===== config.mk =====
export PLATFORM = sky130hd
export DESIGN_NAME = control_sequencer
export DESIGN_NICKNAME = d
export VERILOG_FILES = /design/src/rtl/control_sequencer.sv
export SDC_FILE = /design/constraint.sdc
export NUM_CORES = 1
export LEC_CHECK = 0
export CORE_MARGIN = 2
export CORE_UTILIZATION = 33
export DETAILED_ROUTE_END_ITERATION = 7
export GPL_TIMING_DRIVEN = 0
export HOLD_SLACK_MARGIN = 0.03
export PLACE_DENSITY = 0.77
export SLEW_MARGIN = 10
export SYNTH_ARGS = -nofsm -noshare
export SYNTH_HDL_FRONTEND = slang
export SYNTH_SLANG_ARGS = --single-unit

===== constraint.sdc =====
create_clock -name clk -period 2.15 [get_ports clk]
set_input_delay 0.5375 -clock clk [delete_from_list [all_inputs] [get_ports clk]]
set_output_delay 0.5375 -clock clk [all_outputs]
set_load 0.02 [all_outputs]

===== src/rtl/control_sequencer.sv =====
// Hardwired control sequencer: fetches, decodes ir[31:27] and steps the
// datapath through the register-format ALU instructions one state per cycle.
module control_sequencer #(
    parameter int NREG = 16,
    parameter int NALU = 13
) (
    input  logic            clk,
    input  logic            reset,
    input  logic            run,
    input  logic [31:0]     ir,
    output logic [NREG-1:0] r_out,
    output logic [NREG-1:0] r_in,
    output logic            PCout,
    output logic            PCin,
    output logic            IncPC,
    output logic            MARin,
    output logic            MDRin,
    output logic            MDRout,
    output logic            Read,
    output logic            IRin,
    output logic            Yin,
    output logic            Zin,
    output logic            Zlowout,
    output logic            Zhighout,
    output logic            HIin,
    output logic            LOin,
    output logic [NALU-1:0] alu_op,
    output logic            instr_done,
    output logic            illegal
);

    localparam logic [3:0] IDLE = 4'd0;
    localparam logic [3:0] T0   = 4'd1;
    localparam logic [3:0] T1   = 4'd2;
    localparam logic [3:0] T2   = 4'd3;
    localparam logic [3:0] T3   = 4'd4;
    localparam logic [3:0] T4   = 4'd5;
    localparam logic [3:0] T5   = 4'd6;
    localparam logic [3:0] T6   = 4'd7;
    localparam logic [3:0] HALT = 4'd8;

    logic [3:0]      state_reg, state_next;
    logic            illegal_reg, illegal_next;
    logic [NREG-1:0] ra_hot, rb_hot, rc_hot;
    logic [NALU-1:0] op_hot;
    logic            is_three, is_muldiv, is_unary;

    // One-hot register selects straight from the operand fields.
    for (genvar gi = 0; gi < NREG; gi++) begin : g_reg_sel
        assign ra_hot[gi] = (ir[26:23] == gi[3:0]);
        assign rb_hot[gi] = (ir[22:19] == gi[3:0]);
        assign rc_hot[gi] = (ir[18:15] == gi[3:0]);
    end

    always_comb begin
        op_hot    = '0;
        is_three  = 1'b0;
        is_muldiv = 1'b0;
        is_unary  = 1'b0;
        case (ir[31:27])
            5'b00011: begin op_hot[10] = 1'b1; is_three  = 1'b1; end
            5'b00100: begin op_hot[9]  = 1'b1; is_three  = 1'b1; end
            5'b00101: begin op_hot[12] = 1'b1; is_three  = 1'b1; end
            5'b00110: begin op_hot[11] = 1'b1; is_three  = 1'b1; end
            5'b00111: begin op_hot[3]  = 1'b1; is_three  = 1'b1; end
            5'b01000: begin op_hot[2]  = 1'b1; is_three  = 1'b1; end
            5'b01001: begin op_hot[6]  = 1'b1; is_three  = 1'b1; end
            5'b01010: begin op_hot[5]  = 1'b1; is_three  = 1'b1; end
            5'b01011: begin op_hot[4]  = 1'b1; is_three  = 1'b1; end
            5'b01111: begin op_hot[8]  = 1'b1; is_muldiv = 1'b1; end
            5'b10000: begin op_hot[7]  = 1'b1; is_muldiv = 1'b1; end
            5'b10001: begin op_hot[1]  = 1'b1; is_unary  = 1'b1; end
            5'b10010: begin op_hot[0]  = 1'b1; is_unary  = 1'b1; end
            default: ;
        endcase
    end

    always_comb begin
        r_out      = '0;
        r_in       = '0;
        alu_op     = '0;
        PCout      = 1'b0;
        PCin       = 1'b0;
        IncPC      = 1'b0;
        MARin      = 1'b0;
        MDRin      = 1'b0;
        MDRout     = 1'b0;
        Read       = 1'b0;
        IRin       = 1'b0;
        Yin        = 1'b0;
        Zin        = 1'b0;
        Zlowout    = 1'b0;
        Zhighout   = 1'b0;
        HIin       = 1'b0;
        LOin       = 1'b0;
        instr_done = 1'b0;
        case (state_reg)
            T0: begin PCout = 1'b1; MARin = 1'b1; IncPC = 1'b1; PCin = 1'b1; end
            T1: begin Read = 1'b1; MDRin = 1'b1; end
            T2: begin MDRout = 1'b1; IRin = 1'b1; end
            T3: begin
                if (is_three) begin
                    r_out = rb_hot; Yin = 1'b1;
                end else if (is_muldiv) begin
                    r_out = ra_hot; Yin = 1'b1;
                end else if (is_unary) begin
                    r_out = rb_hot; alu_op = op_hot; Zin = 1'b1;
                end
            end
            T4: begin
                if (is_three) begin
                    r_out = rc_hot; alu_op = op_hot; Zin = 1'b1;
                end else if (is_muldiv) begin
                    r_out = rb_hot; alu_op = op_hot; Zin = 1'b1;
                end else if (is_unary) begin
                    Zlowout = 1'b1; r_in = ra_hot; instr_done = 1'b1;
                end
            end
            T5: begin
                if (is_three) begin
                    Zlowout = 1'b1; r_in = ra_hot; instr_done = 1'b1;
                end else if (is_muldiv) begin
                    Zlowout = 1'b1; LOin = 1'b1;
                end
            end
            T6: begin Zhighout = 1'b1; HIin = 1'b1; instr_done = 1'b1; end
            default: ;
        endcase
    end

    // Unknown opcodes seen in any execute step park the sequencer in HALT.
    always_comb begin
        state_next   = state_reg;
        illegal_next = illegal_reg;
        case (state_reg)
            IDLE: if (run) state_next = T0;
            T0:   state_next = T1;
            T1:   state_next = T2;
            T2:   state_next = T3;
            T3, T4, T5, T6: begin
                if (instr_done) begin
                    state_next = run ? T0 : IDLE;
                end else if (!(is_three || is_muldiv || is_unary) || state_reg == T6) begin
                    state_next   = HALT;
                    illegal_next = 1'b1;
                end else begin
                    state_next = state_reg + 4'd1;
                end
            end
            HALT: state_next = HALT;
            default: state_next = IDLE;
        endcase
    end

    always_ff @(posedge clk) begin
        if (!reset) begin
            state_reg   <= IDLE;
            illegal_reg <= 1'b0;
        end else begin
            state_reg   <= state_next;
            illegal_reg <= illegal_next;
        end
    end

    assign illegal = illegal_reg;

endmodule

* Word level (Yosys, flattened, before mapping) *
Cells that the tools add are included.

operators by class
  reductions and logical operators = 13
  muxes and demuxes = 54
  $add $sub $neg = 1
  eq/ne operators = 67
  bitwise operators = 1

operator list
  kind                                           count
  2-to-1 mux 16 bit                              9
  == test 4 bit, second input constant           25
  2-to-1 mux 13 bit                              5
  == test 4 x 3 -> 1 bit, second input constant  16
  case mux 16 bit (2 select lines)               2
  == test 4 x 2 -> 1 bit, second input constant  8
  2-to-1 mux 1 bit                               30
  case mux 13 bit (2 select lines)               1
  == test 5 x 4 -> 1 bit, second input constant  5
  case mux 4 bit (6 select lines)                1
  == test 5 x 3 -> 1 bit, second input constant  4
  == test 4 x 1 -> 1 bit, second input constant  4
  logical NOT 4 bit                              4
  == test 5 bit, second input constant           3
  2-to-1 mux 4 bit                               3
  OR reduction 9 bit                             1
  == test 5 x 2 -> 1 bit, second input constant  1
  adder 4 x 1 -> 4 bit, second input constant    1
  case mux 1 bit (2 select lines)                2
  OR reduction 2 bit                             2
  OR reduction 4 bit                             1
  logical OR 1 bit                               3
  case mux 1 bit (3 select lines)                1
  AND reduction 3 bit                            1
  3 further kinds                                3

word-level totals
  bits of input ports = 35
  flip-flop bits (word level) = 5
  output and inout bits = 61
  word-level logic and storage cells = 138

* Logic depth before layout (Yosys ltp) *
Gate-level depths: netlist of the first run.

  depth in word-level cells = 10
  gate-level depth with buffers = 8
  depth with buffers taken out = 7

* Least setup slack after synthesis of the first run *
Ideal clock, no wire load.

  kind = input-to-output
  start = input ir[30]
  end = output r_out[5]
  path buffers = 1
  data required time = 1612 ps
  path slack = -372 ps
  cell stages on the path = 6
  data arrival time = 1985 ps
  cells stage by stage = buf_6 nor2_1 nand3_1 a21oi_1 nand2_1 o21ai_0

on the way
  word-level cells in the longest chain between the ends = 7
  elaborated cells on any way between the ends = 25
  those cells by class = eq/ne: 13; mux: 9; reduce/logical: 3

ends and longest elaborated chain
  element                              RTL line  source
  start, declared                      10        input logic [31:0] ir,
  == test 5 bit                        60        case (ir[31:27])
  OR reduction 2 bit (no source line)  n/a
  2-to-1 mux 1 bit                     60
  2-to-1 mux 16 bit                    106       end else if (is_unary) begin
  2-to-1 mux 16 bit                    104       end else if (is_muldiv) begin
  2-to-1 mux 16 bit                    102       if (is_three) begin
  case mux 16 bit (2 select lines) *   97        case (state_reg)
  end, declared                        11        output logic [NREG-1:0] r_out,

Every way passes the cells marked *; elsewhere a longest branch is shown, timed or not.

* Final worst setup path of the first run *
  start = register state_reg[1]
  end = output r_out[1]

on the way
  word-level cells in the longest chain between the ends = 2
  elaborated cells on any way between the ends = 3
  those cells by class = eq/ne: 2; mux: 1

ends and longest elaborated chain
  element                             RTL line  source
  start, declared                     42        logic [3:0] state_reg, state_next;
  start signal, assigned              160       state_reg <= state_next;
  == test 4 x 3 -> 1 bit              97
  case mux 16 bit (2 select lines) *  97

Marks and branches as above.

==> metrics.md, run 1 <==
| Metric | Value |
|---|---|
| Final Hold Fails | 0 |
| Reg2reg end | state_reg[1] |
| Max FO, Critical Path | 5 |
| Clk root buf | clkbuf_8 |
| Max cap viols | 0 |
| Initial antenna violation count | 0 |
| Clock tree buffer depth | 2 |
| I/O Buffers | 75 |
| Power Dens Cells | 371 nW/um^2 |
| R2R depth | 9 |
| Synth cell count leaders | nand2_1, nor2_1, o22ai_1 |
| Violated checks | setup timing |
| DRT Wirelength | 8.98 mm |
| DRT Pass-1 Iters | 6 |
| EDFF count, synth | 0 |
| Leak Pwr | 1.45 nW |
| Mapped Avg Cell Area | 6.07 sq um |
| Max rail drop VDD | 597 uV |
| Setup CP Type | reg2out |
| TritonCTS Buffers | 3 |
| Vias in the first global route | 2,368 |
| FFs w/ async S/R, synth | 0% |
| Synthesized area | 1480 sq um |
| Worst Max-Slew Pin Slew | 0.445 ns |
| RePlAce Congestion | 0.953 |
| Grt total ovfl | 0 |
| Crit path launch type | register |
| Synthesized Nets | 282 |
| Synth area leaders | nand2_1, o22ai_1, nor2_1, dfxtp_1, o21ai_0 |
| Hold buffers post-CTS | 0 |
| I/O Pins | 96 |
| Total Power Consumption | 1.34 mW |
| Max FFs per register | 4 |
| Tcrit/Tclk final | 114% |
| Count leader, synth | nand2_1 |
| Nets@finish | 412 |
| FF+latch count, synth | 5 |
| First-pass GRT wire length | 11.8 mm |
| Finished Core Util | 83.6% |
| Mapped Cells | 243 |
| Layout cells sized above 1 | 68.0% |
| HP Class | reg2reg |
| Clk slew on worst S/H paths | 0.04 ns |
| CTS tree | built |
| Seq/Total Area, Yosys | 6.79% |
| Placement-stage worst setup slack | -1.44 ns |
| P_int | 0.738 mW |
| Worst EP required | 1.61 ns |
| Die area | 5020 sq um |
| DR vias/cell | 6.29 |
| Combinational Power Share | 75.4% |
| Drt drc | 0 |
| Fillers | 240 |
| Avg WL per Cell | 21.2 um |
| H-tree depth | 1 |
| Final max-slew violation count | 0 |
| RR Startpoint | state_reg[1] |
| Slew HR | 70.1% |
| Worst Setup End Kind | output pin |
| WHS Endpoint | illegal |
| Share of the synthesized area in the top cell type | 8.91% |
| Worst path arrival time | 1.91 ns |
| Synth area leader | nand2_1 |
| Worst setup skew after layout | 0.00373 ns |
| HP Start | illegal |
| Gr usage total | 28.7% |
| Clk sinks | 5 |
| Initial DRC Count | 398 |
| Top_reg_cell synth | dfxtp_1 |
| Final setup fails | 46 |
| Status | finished with violations |
| Clk pwr share | 13.4% |
| N_diodes | 0 |
| Hold path depth | 1 |
| Sw Share | 44.9% |
| Clk_lat worst skew | 0.23 ns |
| Synthesis-to-finish area growth | 145% |
| DP Area | 2510 sq um |
| Sequential fraction of design power | 11.2% |
| Chip width | 70.9 um |
| Final worst slack | -0.298 ns |
| Final Critical Period | 2.45 ns |
| Initial Util | 34.1% |
| Unrepaired setup endpoints after global routing | true |
| Flop2flop setup slack | 0.35 ns |
| Antenna Violating Nets Remaining | 0 |
| FMAX | 408 MHz |
| Core region area | 4320 sq um |
| Rows | 24 |
| Post-synth cell types | 53 |
| Die Y | 70.9 um |
| Fin area | 3610 sq um |
| Synthesis Warnings | 0 |
| DR vias | 2,668 |
| P_sw | 0.602 mW |
| Largest net degree at the start of global routing | 11 |
| Detailed placement HPWL | 4.58 mm |
-- cell type report --
class                   count  area [sq um]  area share (%)
plain buffers              16           158            4.36
inverters                   7          31.3           0.866
well taps                  52          65.1            1.80
flip-flops and latches      5           110            3.05
clock buffers               4          45.0            1.25
multi-input cells         210          2010            55.5
repair buffers            130          1200            33.1
-- what timing repair did --
item,CTS,global route
endpoints found under the setup margin,62,52
gates resized for setup,391,80
setup buffers,42,11
pin swaps,28,33
cloned,2,0
endpoints found under the hold margin,0,0
-- per-layer routing --
layer	global-route usage, %	share of wire, %	up-vias
met5	0	0	-
met4	12.6	7.5	0
met3	3.28	7.7	57
met2	52.6	50	191
met1	33.2	35	1264
li1	-	-	1156
-- logic make-up after synthesis --
kind of cell    Yosys count  share of synthesized area [%]
simple gates            129                           43.0
compound gates           74                           34.1
buf+inv                  28                           10.8
flops                     5                           6.79
fa+ha+maj                 4                           3.39
mux                       2                           1.36
xor+xnor                  1                          0.594
-- power by group through the flow --
stage                     Combinational [mW]  Sequential, mW  Clock (mW)
after global placement                 0.637           0.133           0
after global routing                    1.06           0.152       0.183
after detailed placement               0.642           0.135           0
after CTS                              0.832           0.145       0.182
final                                   1.01           0.150       0.180
after floorplan                        0.429           0.126           0
-- metrics by stage --
stage               TNS (ns)  hold WS, ns  std cells
floorplan             -0.874        0.516        243
global route          -11.58        0.498        424
detailed placement    -56.24        0.474        370
finish                 -9.04        0.477        424
CTS                    -6.23        0.482        413
global placement      -54.05        0.455        370
-- worst max path at each step --
stage / slack (ns) / cells after the start / endpoint / from
4_1_cts: -0.26 / 7 / r_out[0] / state_reg[1]
5_1_grt: -0.34 / 8 / r_in[3] / state_reg[1]
3_3_place_gp: -1.41 / 8 / r_out[6] / ir[28]
2_1_floorplan: -0.07 / 6 / alu_op[0] / ir[30]
6_report: -0.30 / 8 / r_out[1] / state_reg[1]
3_5_place_dp: -1.44 / 8 / r_out[1] / ir[28]
-- worst max-delay path, stage by stage, from the launching register on --
cell      delay, ns
dfxtp_4        0.36
inv_4          0.08
ha_4           0.15
and3b_2        0.24
buf_6          0.15
nand3b_1       0.18
buf_4          0.20
o221ai_4       0.18
buf_6          0.15
-- cells in the final DEF (no fill, tap or decap), types with 4 or more instances in the layout --
cell              n
clkdlybuf4s50_1   5
buf_4            61
nand3_1           4
a21oi_2           4
a21oi_1           5
inv_1             5
nor2_1           13
nand2_1          18
buf_2             4
clkbuf_2          5
nand3_2           4
nand3_4           4
nor2_4           17
nand2b_4          4
dlymetal6s2s_1    4
o22ai_1          12
nand2_4           4
nor3_1           10
o22ai_2           7
buf_6            52
nand2_2          11
dlygate4sd2_1    11
o21ai_2           7
Power figures use the tool's default switching activity.
==> run 2, diff against run 1 <==
--- a/config.mk
+++ b/config.mk
@@ -5,6 +5,7 @@
 export SDC_FILE = /design/constraint.sdc
 export NUM_CORES = 1
 export LEC_CHECK = 0
+export CORE_ASPECT_RATIO = 1.1
 export CORE_MARGIN = 2
 export CORE_UTILIZATION = 33
 export DETAILED_ROUTE_END_ITERATION = 7
==> run 2 against run 1 <==
The flow still finishes with violations (setup timing). Clock power is essentially flat. Die area about the same. Clock skew shrank 0.00067 ns. Routed wire length increased by 5.1%. Sequential power decreased by 3%. Fmax fell by 1.5%. Critical path type is now in2out. Largest power group unchanged.
==> metrics.md, run 2 (synthesis results as in run 1) <==
| Metric | Value |
|---|---|
| Status | finished with violations |
| Violated checks | setup timing |
| RePlAce Congestion | 0.965 (+1.2%) |
| Combinational Power Share | 74.3% (-1.1 points) |
| Chip width | 67.8 um (-4.4%) |
| P_int | 0.673 mW (-8.7%) |
| Max cap viols | 0 (unchanged) |
| I/O Buffers | 75 (unchanged) |
| Initial DRC Count | 237 (-40%) |
| Max FO, Critical Path | 6 (+1) |
| Setup TNS | -10.07 ns (-1.03 ns) |
| Worst Setup End Kind | output pin |
| Power Dens Cells | 355 nW/um^2 (-4.2%) |
| Clk_lat worst skew | 0.23 ns (about the same) |
| Sequential fraction of design power | 11.4% (+0.2 points) |
| Final max-slew violation count | 0 (unchanged) |
| Max rail drop VDD | 532 uV (-11%) |
| CTS tree | built |
| TritonCTS Buffers | 3 (unchanged) |
| Avg WL per Cell | 22.1 um (+4.6%) |
| Slew HR | 68.8% (-1.3 points) |
| Placement-stage worst setup slack | -1.40 ns (+0.0399 ns) |
| FMAX | 402 MHz (-1.5%) |
| Unrepaired setup endpoints after global routing | true |
| Largest net degree at the start of global routing | 11 (unchanged) |
| First-pass GRT wire length | 11.5 mm (-2.6%) |
| Commonest non-fill, non-tap cells in the layout | buf_6, buf_4, nor2_4 |
| Vias in the first global route | 2,430 (+2.6%) |
| Gr usage total | 29.3% (+0.67 points) |
| Final Critical Period | 2.49 ns (+0.0374 ns) |
| DRT Pass-1 Iters | 5 (-1) |
| Commonest non-fill, non-tap cell in the layout | buf_6 |
| Grt total ovfl | 0 (unchanged) |
| Final Hold Fails | 0 (unchanged) |
| Rows | 25 (+4.2%) |
| Worst Max-Slew Pin Slew | 0.463 ns (+0.0181 ns) |
| Clk slew on worst S/H paths | 0.04 ns (about the same) |
| Core region area | 4290 sq um (-0.90%) |
| Sw Share | 47.4% (+2.5 points) |
| Max layer used | met4 |
| Wire length on met2 | 4.64 mm (+4.0%) |
| Die Y | 74.1 um (+4.6%) |
| DR vias | 2,742 (+2.8%) |
| Layout cells sized above 1 | 67.2% (-0.81 points) |
| Tcrit/Tclk final | 116% (+1.7 points) |
| Clk root buf | clkbuf_8 |
| Crit path launch type | primary input |
| Antenna Violating Nets Remaining | 0 (unchanged) |
| Drt drc | 0 (unchanged) |
| R2R depth | 8 (-1) |
| Final setup fails | 49 (+6.5%) |
| Final worst slack | -0.335 ns (-0.0374 ns) |
| Die area | 5020 sq um (about the same) |
| Synthesis-to-finish area growth | 144% |
| Finished Core Util | 84.1% (+0.55 points) |
| Worst setup skew after layout | 0.00306 ns (-0.000672 ns) |
| Hold path depth | 1 (unchanged) |
| Clk sinks | 5 (unchanged) |
| Detailed placement HPWL | 4.41 mm (-3.7%) |
| P_sw | 0.607 mW (+0.89%) |
| Leak Pwr | 1.44 nW (-0.91%) |
| WHS | 0.477 ns (-0.000722 ns) |
| H-tree depth | 1 (unchanged) |
| DR vias/cell | 6.44 (+2.3%) |
| Met3 routed WL | 934 um (+35%) |
| Clk pwr share | 14.2% (+0.8 points) |
| Worst path arrival time | 1.95 ns (+0.04 ns) |
| Worst EP required | 1.61 ns (about the same) |
| Clock tree buffer depth | 2 (unchanged) |
| Initial Util | 34.4% (+0.31 points) |
| Initial antenna violation count | 0 (unchanged) |
| Wl on met1 | 3.13 mm (-0.76%) |
| DRT Wirelength | 9.43 mm (+5.1%) |
| Fillers | 224 (-6.7%) |
| N_diodes | 0 (unchanged) |
| I/O Pins | 96 (unchanged) |
| Flop2flop setup slack | 0.29 ns (-0.06 ns) |
| Nets@finish | 412 (unchanged) |
| HP Class | reg2reg |
| Setup CP Type | in2out |
| Max FFs per register | 4 (unchanged) |
## run 2: cell count changes in the layout (fill, tap and decap cells not counted), moves of 3 or more
cell            change
nor2_4              +4
dlymetal6s2s_1      -4
buf_4               -6
dlygate4sd2_1       +7
nand2_1             -3
o22ai_2             -4
buf_6               +5
## run 2: metrics by stage
stage	std cells	area (sq um)	total power, mW
after floorplan	243	1700	0.555
after detailed placement	372	2520	0.772
after global placement	372	2520	0.767
final	426	3600	1.28
after global routing	426	3600	1.33
after CTS	409	3200	1.14
## run 2: layer usage
layer | vias up | track usage (%)
met5 | - | 0
met4 | 0 | 15.0
met3 | 75 | 4.99
met2 | 255 | 54.6
met1 | 1263 | 31.3
li1 | 1149 | -
## run 2: area by class of cell
type	count	area [sq um]	area share, %
multi-input cells	211	2000	55.6
repair buffers	129	1190	33.1
plain buffers	16	154	4.27
flip-flops and latches	5	110	3.05
well taps	54	67.6	1.87
clock buffers	4	45.0	1.25
inverters	7	31.3	0.868
## run 2: what timing repair did
action	4_1_cts	5_1_grt
hold endpoints to repair	0	0
setup buffers	36	17
setup endpoints to repair	62	47
pin swaps	43	25
resized for setup	407	71
gates cloned	2	1
hold buffers	0	0
## run 2: power by group through the flow
stage / sequential, mW / combinational [mW] / clock (mW)
finish: 0.146 / 0.952 / 0.182
global route: 0.148 / 0.995 / 0.188
CTS: 0.145 / 0.817 / 0.177
detailed placement: 0.134 / 0.638 / 0
global placement: 0.133 / 0.634 / 0
floorplan: 0.126 / 0.429 / 0
## run 2: path summary, 6_finish.rpt
kind	from	end
max reg2reg	state_reg[0]	state_reg[1]
min	illegal	illegal
max	ir[22]	r_out[15]
min reg2reg	illegal	illegal
## run 2: critical path, stage by stage
cell and delay, ns:
dlygate4sd2_1 0.40, nand2_2 0.19, nor3_1 0.40, a22oi_2 0.14, o21ai_2 0.13, buf_6 0.15
